**config.mk**
```make
export PLATFORM = sky130hd
export DESIGN_NAME = input_route_unit
export DESIGN_NICKNAME = d
export VERILOG_FILES = /design/src/rtl/input_route_unit_pkg.sv /design/src/rtl/input_route_unit_route_calc.sv /design/src/rtl/input_route_unit.sv
export SDC_FILE = /design/constraint.sdc
export NUM_CORES = 1
export LEC_CHECK = 0
export CORE_ASPECT_RATIO = 1.5
export CORE_MARGIN = 2
export CORE_UTILIZATION = 55
export DETAILED_ROUTE_END_ITERATION = 8
export PLACE_DENSITY = 0.77
export SYNTH_ARGS = -nofsm -noshare
export SYNTH_HDL_FRONTEND = slang
export SYNTH_SLANG_ARGS = --single-unit
export TNS_END_PERCENT = 50
```
**constraint.sdc**
```tcl
create_clock -name clk -period 4.2 [get_ports clk]
set_clock_uncertainty 0.1 [all_clocks]
set_input_delay 0.63 -clock clk [delete_from_list [all_inputs] [get_ports clk]]
set_output_delay 0.63 -clock clk [all_outputs]
set_load 0.005 [all_outputs]
```
**src/rtl/input_route_unit_pkg.sv**
```systemverilog
// Shared NoC definitions: the route direction encoding used by the input route unit and the switch.
package input_route_unit_pkg;

    localparam int unsigned ROUTE_LEN = 3;

    typedef enum logic [ROUTE_LEN-1:0] {
        DIR_LOCAL = 3'd0,
        DIR_XPOS  = 3'd1,
        DIR_YPOS  = 3'd2,
        DIR_ZPOS  = 3'd3,
        DIR_XNEG  = 3'd4,
        DIR_YNEG  = 3'd5,
        DIR_ZNEG  = 3'd6
    } dir_e;

endpackage

```
**src/rtl/input_route_unit_route_calc.sv**
```systemverilog
// Dimension-order (X, Y, Z) torus route computation; shortest direction, half-way tie goes positive.
module route_calc
    import input_route_unit_pkg::*;
#(
    parameter int unsigned COORD_W = 2
) (
    input  logic [3*COORD_W-1:0] dst,
    input  logic [3*COORD_W-1:0] cur,
    output logic [ROUTE_LEN-1:0] route
);

    localparam logic [COORD_W-1:0] Half = COORD_W'(1) << (COORD_W - 1);

    logic [COORD_W-1:0] dx;
    logic [COORD_W-1:0] dy;
    logic [COORD_W-1:0] dz;

    // Modular distance along each ring, wrapping naturally in COORD_W bits.
    assign dx = dst[0         +: COORD_W] - cur[0         +: COORD_W];
    assign dy = dst[COORD_W   +: COORD_W] - cur[COORD_W   +: COORD_W];
    assign dz = dst[2*COORD_W +: COORD_W] - cur[2*COORD_W +: COORD_W];

    always_comb begin
        route = DIR_LOCAL;
        if (dx != '0) begin
            route = (dx <= Half) ? DIR_XPOS : DIR_XNEG;
        end else if (dy != '0) begin
            route = (dy <= Half) ? DIR_YPOS : DIR_YNEG;
        end else if (dz != '0) begin
            route = (dz <= Half) ? DIR_ZPOS : DIR_ZNEG;
        end
    end

endmodule

```
**src/rtl/input_route_unit.sv**
```systemverilog
// Link input buffer: FIFO of flits tagged at enqueue with their output direction.
// Optional occupancy port enabled by defining INPUT_ROUTE_UNIT_OCCUPANCY_EN.
module input_route_unit
    import input_route_unit_pkg::*;
#(
    parameter  int unsigned ValidBitPos    = 81,
    parameter  int unsigned lg_numprocs    = 3,
    parameter  int unsigned COORD_W        = 2,
    parameter  int unsigned DST_LSB        = 0,
    parameter  int unsigned LG_DEPTH       = 2,
    localparam int unsigned FlitWidth      = ValidBitPos + 1,
    localparam int unsigned FlitChildWidth = FlitWidth + lg_numprocs
) (
    input  logic                      clk,
    input  logic                      rst,
    input  logic [COORD_W-1:0]        cur_x,
    input  logic [COORD_W-1:0]        cur_y,
    input  logic [COORD_W-1:0]        cur_z,
    input  logic [FlitChildWidth-1:0] in,
    input  logic                      in_valid,
    output logic                      in_avail,
    output logic [FlitChildWidth-1:0] out,
    output logic [ROUTE_LEN-1:0]      route_out,
    output logic                      out_valid,
    input  logic                      out_ready,
    output logic                      eject_valid,
    input  logic                      eject_ready,
`ifdef INPUT_ROUTE_UNIT_OCCUPANCY_EN
    output logic [LG_DEPTH:0]         occupancy,
`endif
    output logic                      overflow
);

    localparam int unsigned Depth = 1 << LG_DEPTH;

    logic [FlitChildWidth-1:0] flit_mem  [Depth];
    logic [ROUTE_LEN-1:0]      route_mem [Depth];

    logic [LG_DEPTH-1:0] wr_ptr;
    logic [LG_DEPTH-1:0] rd_ptr;
    logic [LG_DEPTH:0]   count;
    logic                full;
    logic                empty;
    logic                push;
    logic                pop;
    logic [ROUTE_LEN-1:0] in_route;
    logic [ROUTE_LEN-1:0] head_route;

    route_calc #(
        .COORD_W (COORD_W)
    ) u_route_calc (
        .dst   (in[DST_LSB +: 3*COORD_W]),
        .cur   ({cur_z, cur_y, cur_x}),
        .route (in_route)
    );

    assign full  = (count == (LG_DEPTH+1)'(Depth));
    assign empty = (count == '0);
    assign push  = in_valid && !full;
    assign pop   = (out_valid && out_ready) || (eject_valid && eject_ready);

    // Head view is forced to zero when empty so nothing stale is ever presented.
    assign head_route  = empty ? ROUTE_LEN'(DIR_LOCAL) : route_mem[rd_ptr];
    assign out         = empty ? '0 : flit_mem[rd_ptr];
    assign route_out   = head_route;
    assign out_valid   = !empty && (head_route != ROUTE_LEN'(DIR_LOCAL));
    assign eject_valid = !empty && (head_route == ROUTE_LEN'(DIR_LOCAL));
    assign in_avail    = !full;

`ifdef INPUT_ROUTE_UNIT_OCCUPANCY_EN
    assign occupancy = count;
`endif

    // Storage needs no reset: validity is carried entirely by count.
    always_ff @(posedge clk) begin
        if (push) begin
            flit_mem[wr_ptr]  <= in;
            route_mem[wr_ptr] <= in_route;
        end
    end

    always_ff @(posedge clk or negedge rst) begin
        if (!rst) begin
            wr_ptr   <= '0;
            rd_ptr   <= '0;
            count    <= '0;
            overflow <= 1'b0;
        end else begin
            if (push) begin
                wr_ptr <= wr_ptr + LG_DEPTH'(1);
            end
            if (pop) begin
                rd_ptr <= rd_ptr + LG_DEPTH'(1);
            end
            unique case ({push, pop})
                2'b10:   count <= count + (LG_DEPTH+1)'(1);
                2'b01:   count <= count - (LG_DEPTH+1)'(1);
                default: count <= count;
            endcase
            if (in_valid && full) begin
                overflow <= 1'b1;
            end
        end
    end

endmodule

```
After elaboration in Yosys (flattened, before gate mapping)
Memory sizes are Yosys's and may differ from the RTL's.
Index checks and enable logic that the tools add are counted.
{"block": "word_totals", "inputBits": 96, "ram_bits": 352, "output_inout_bits": 92, "mem_count": 2, "register_bits": 8}
{"block": "op_classes", "add_sub_neg": 7, "n_reduce_logical": 16, "magnitude_cmp": 3, "mux": 11, "eq_ne": 3}
{"memory": "flit_mem", "words": 4, "word_bits": 85, "read_ports": 1, "rd_ports_with_merged_regs": 0, "write_ports": 1, "line_no": "input_route_unit.sv:36", "rtl": "logic [FlitChildWidth-1:0] flit_mem [Depth];"}
{"memory": "route_mem", "words": 4, "word_bits": 3, "read_ports": 1, "rd_ports_with_merged_regs": 0, "write_ports": 1, "line_no": "input_route_unit.sv:37", "rtl": "logic [ROUTE_LEN-1:0] route_mem [Depth];"}
{"op": "$mux 85", "n": 1}
{"op": "$mux 3", "n": 7}
{"op": "$reduce_bool 2->1", "n": 4}
{"op": "$le 2x2->1 const B", "n": 3}
{"op": "$logic_and 1x1->1", "n": 6}
{"op": "$logic_not 3->1", "n": 2}
{"op": "$pmux 3 s2", "n": 1}
{"op": "$sub 2x2->2", "n": 3}
{"op": "$add 2x1->2 const B", "n": 2}
{"op": "$add 3x1->3 const B", "n": 1}
{"op": "$eq 3x3->1 const B", "n": 1}
{"op": "$reduce_bool 3->1", "n": 1}
{"op": "$sub 3x1->3 const B", "n": 1}
{"op": "$eq 2x1->1 const B", "n": 1}
{"op": "$eq 2x2->1 const B", "n": 1}
{"op": "$logic_not 1->1", "n": 2}
{"op": "$mux 1", "n": 2}
{"op": "$logic_or 1x1->1", "n": 1}

Longest topological paths before layout
Gate-level depths: netlist of the first run.
{"block": "logic_depth", "word_depth": 8, "mapped_depth": 10, "mapped_depth_nobuf": 9}

Hierarchy
Synthesis of the first run repeated with hierarchy kept, for this count alone.
{"block": "unflattened", "hier_cells": 627, "area_unflattened_um2": 13924.6}
{"mod": "input_route_unit", "area_each_um2": 13711.9, "instances": 1, "cells_per_inst": 603}
{"mod": "route_calc", "area_each_um2": 212.7, "instances": 1, "cells_per_inst": 24}

Worst setup path before layout of the first run
OpenSTA, ideal clock, no wires.
{"block": "synth_timing", "path_kind": "input to register", "start": "input port in_valid", "end": "memory flit_mem[0][0] in the netlist's numbering, enable pin", "cell_stages": 1, "setup_ps": 457, "slack_ps": 930, "arrival_time_ps": 2713, "path_buffers": 0, "path_cell_list": "and3_1"}
{"block": "synth_via", "elab_chain_cells": 3}
{"item": "from (decl)", "line_no": "input_route_unit.sv:20", "rtl": "input logic in_valid,"}
{"item": "$logic_and 1x1->1", "line_no": "input_route_unit.sv:59", "rtl": "assign push = in_valid && !full;"}
{"item": "$mux 1", "line_no": "input_route_unit.sv:76", "rtl": "if (push) begin"}
{"item": "$mux 1 (implied by the code)", "line_no": "input_route_unit.sv:77", "rtl": "flit_mem[wr_ptr] <= in;"}
{"item": "to (decl)", "line_no": "input_route_unit.sv:36"}
No other way between the ends.

Final worst setup path of the first run
{"block": "layout_timing", "start": "register rd_ptr[0]", "end": "output port out[44]"}
{"block": "layout_via", "elab_chain_cells": 2}
{"item": "from (decl)", "line_no": "input_route_unit.sv:40", "rtl": "logic [LG_DEPTH-1:0] rd_ptr;"}
{"item": "from (signal assigned)", "line_no": "input_route_unit.sv:93", "rtl": "rd_ptr <= rd_ptr + LG_DEPTH'(1);"}
{"item": "$mem_v2 4x85"}
{"item": "$mux 85", "line_no": "input_route_unit.sv:64", "rtl": "assign out = empty ? '0 : flit_mem[rd_ptr];"}
{"item": "to (decl)", "line_no": "input_route_unit.sv:22", "rtl": "output logic [FlitChildWidth-1:0] out,"}
No other way between the ends.

==> impl_metrics.ini, run 1 <==
[run_status]
status = completed

[grt]
grt-ovfl-total = 0
grt_pass1_wl_um = 42000
grt_pass1_vias = 7322
antenna_found_initial = 3
grt_use_total_pct = 21.0
met3_usage_pct = 3.82
grt.busiest_layer = met2
grt_use_met2_pct = 36.7
gr-usage-met1_pct = 26.7
grt_max_degree = 67

[die]
placementRows = 71
coreArea_um2 = 25000
fp.dieArea_um2 = 26600
start_util_pct = 55.7
pin_count = 188
die_h_um = 199
die_w_um = 134

[place]
place.gp.congestion = 0.754
portBuffers = 187
dp_hpwl_um = 16500

[critical_path]
r2r-end = count[2]$_DFFE_PN0P_
critPathKind = reg -> out
critPathMaxFanout = 66
worstRegToRegCells = 9
startpoint_type = flip-flop
critPathCaptureType = output port
r2r-start = rd_ptr[0]$_DFFE_PN0P_
cp.arrival_ns = 2.90
cp.required_ns = 3.47
r2r_slack_ns = 0.94

[clocking]
post_cts_buffers = 0
cts_resized = 0
tritoncts = yes
cts_root_buffer = clkbuf_16
cts_buffer_depth = 3
clk_pin_slew_ns = 0.06
clk_latency_ns = 0.50
hold_buffers = 0
clock-sinks = 360
cts_buffers = 34
htree_levels = 2

[synthesis]
yosysMostFrequentCell = edfxtp_1
ys_types = 28
synth_edf_count = 352
synthFlopType = edfxtp_1
avgSynthCellArea_um2 = 22.1
yosys_warnings = 0
synth.area.top_cells = edfxtp_1 (76%), mux4_2 (14%), nor2b_1 (4.0%), dfrtp_1 (1.4%), ha_1 (0.90%)
synth_top_area_cell = edfxtp_1
synthTopCellsByCount = edfxtp_1 (352), nor2b_1 (89), mux4_2 (88)
ys_ff_latch = 360
ys_seq_area_share_pct = 77.5
syn_nets = 737
synth_top_area_share_pct = 76.0
async_reset_ff_share_pct = 2.22
synth_cells = 630
syn_area_um2 = 13900

[power_and_ir_drop]
powerDensity_nw_per_um2 = 722
finalPower_mw = 12.5
p_leak_nw = 5.68
ir_worst_vdd_mv = 0.477

[min_path]
min_path_type = in -> async

[timing]
slew_violations = 0
grt_setup_unrepaired = false
period_share_pct = 86.5
final_hold_viol_count = 0
setup_viol_count_final = 0
maxSlewHeadroom_pct = 48.7
tightest_slew_ns = 0.769
maxClockFrequency_mhz = 275
tns_ns = 0
min_period_ns = 3.63

[detailed_routing]
via_count = 6752
routedWlPerCell_um = 23.2
ant_nets = 0
first_pass_iters = 6
vias_per_cell = 5.70
drtIter0Drc = 455
drc = 0
finalWirelength_um = 27500

[layout]
drive_gt1_share_pct = 17.2
nNetsFinal = 939
syn_to_final_growth_pct = 24.7
nFillCells = 1464

[run]
drv_cap = 0
cells in the final DEF, fill, tap and decap left out:
| master | instances |
|---|---|
| dfrtp_1 | 6 |
| xnor3_1 | 1 |
| nor4_1 | 1 |
| nor3_1 | 1 |
| clkinv_1 | 7 |
| xor2_1 | 3 |
| o21bai_1 | 1 |
| mux4_2 | 88 |
| and3_4 | 4 |
| nor3_2 | 1 |
| mux2_2 | 1 |
| o21ai_0 | 1 |
| clkdlybuf4s50_1 | 187 |
| a31oi_1 | 1 |
| inv_8 | 1 |
| a211o_1 | 1 |
| clkbuf_16 | 37 |
| a31o_2 | 1 |
| and2_1 | 1 |
| nor2_1 | 5 |
| edfxtp_1 | 352 |
| nor2b_1 | 89 |
| and3_1 | 1 |
| nand2_1 | 6 |
| ha_1 | 10 |
| bufinv_16 | 3 |
| o31ai_1 | 1 |
| clkbuf_1 | 12 |
| buf_4 | 3 |
| a21oi_1 | 2 |
| fa_1 | 1 |
| xnor2_1 | 7 |
| dfrtp_4 | 2 |
| buf_12 | 6 |
| inv_1 | 11 |
| or4b_1 | 1 |
| diode_2 | 1 |
sequential cells by signal, indices dropped and copies added, names as in the netlist:
register and cells:
wr_ptr 2, count 3, flit_mem 340, rd_ptr 2, overflow 1, route_mem 12
metrics by stage:
stage | instance area, um2 | util [%] | setup slack (ns) | cells | hold slack, ns
6_report | 17300 | 69.4 | 0.567 | 1185 | 0.336
5_1_grt | 17300 | 69.4 | 0.395 | 1185 | 0.346
4_1_cts | 17300 | 69.4 | 0.504 | 1184 | 0.324
3_5_place_dp | 16200 | 65.0 | 0.956 | 1124 | 0.414
3_3_place_gp | 16200 | 65.0 | 0.990 | 1124 | 0.410
2_1_floorplan | 13900 | - | 0.930 | 630 | 0.234
kinds of logic after synthesis:
| logic type | after synthesis | share of synthesized area [%] |
|---|---|---|
| AO/OA/AOI/OAI | 8 | 0.387 |
| XOR/XNOR | 11 | 0.792 |
| adder cells (fa/ha/maj) | 11 | 1.04 |
| buffers and inverters | 41 | 1.23 |
| flip-flops | 360 | 77.5 |
| multiplexers | 89 | 14.3 |
| AND/OR/NAND/NOR | 110 | 4.76 |
layout make-up:
class / count / area, um2 / area share, %
flip-flops and latches: 360 / 10800 / 62.2
multi-input cells: 229 / 2990 / 17.2
repair buffers: 196 / 2010 / 11.6
clock buffers: 49 / 971 / 5.60
well taps: 328 / 410 / 2.37
clock inverters: 11 / 128 / 0.736
inverters: 11 / 41.3 / 0.238
diodes: 1 / 2.50 / 0.0144
power by group:
part           switching, mW  internal [mW]
sequential             0.270           4.76
clock                   1.23           1.79
combinational           1.91           2.55
critical path, cell delays in order, from the launching register on:
cell and delay (ns):
dfrtp_4 0.59, buf_12 0.44, mux4_2 0.59, nor2b_1 0.15
clkdlybuf4s50_1 0.50
layer usage:
layer  part of all wire [%]  up-vias
met1                     37     3541
li1                       -     2947
met5                  0.044        -
met3                    5.5       45
met4                    2.4        2
met2                     55      217
worst max-delay path by stage:
stage,startpoint,cells after the start,endpoint
6_report,rd_ptr[0]$_DFFE_PN0P_,4,out[44]
5_1_grt,rd_ptr[0]$_DFFE_PN0P_,4,out[58]
2_1_floorplan,in_valid,1,flit_mem[0][0]$_DFFE_PP_
3_5_place_dp,rd_ptr[0]$_DFFE_PN0P_,9,count[2]$_DFFE_PN0P_
3_3_place_gp,rd_ptr[0]$_DFFE_PN0P_,9,count[2]$_DFFE_PN0P_
4_1_cts,rd_ptr[0]$_DFFE_PN0P_,4,out[76]
(Power assumes the default switching activity.)
==> inputs of run 2 (changes only) <==
GPL_TIMING_DRIVEN = 1   (was default)
==> results of run 2 <==
Final layout, timing and power as in run 1 (identical DEF).
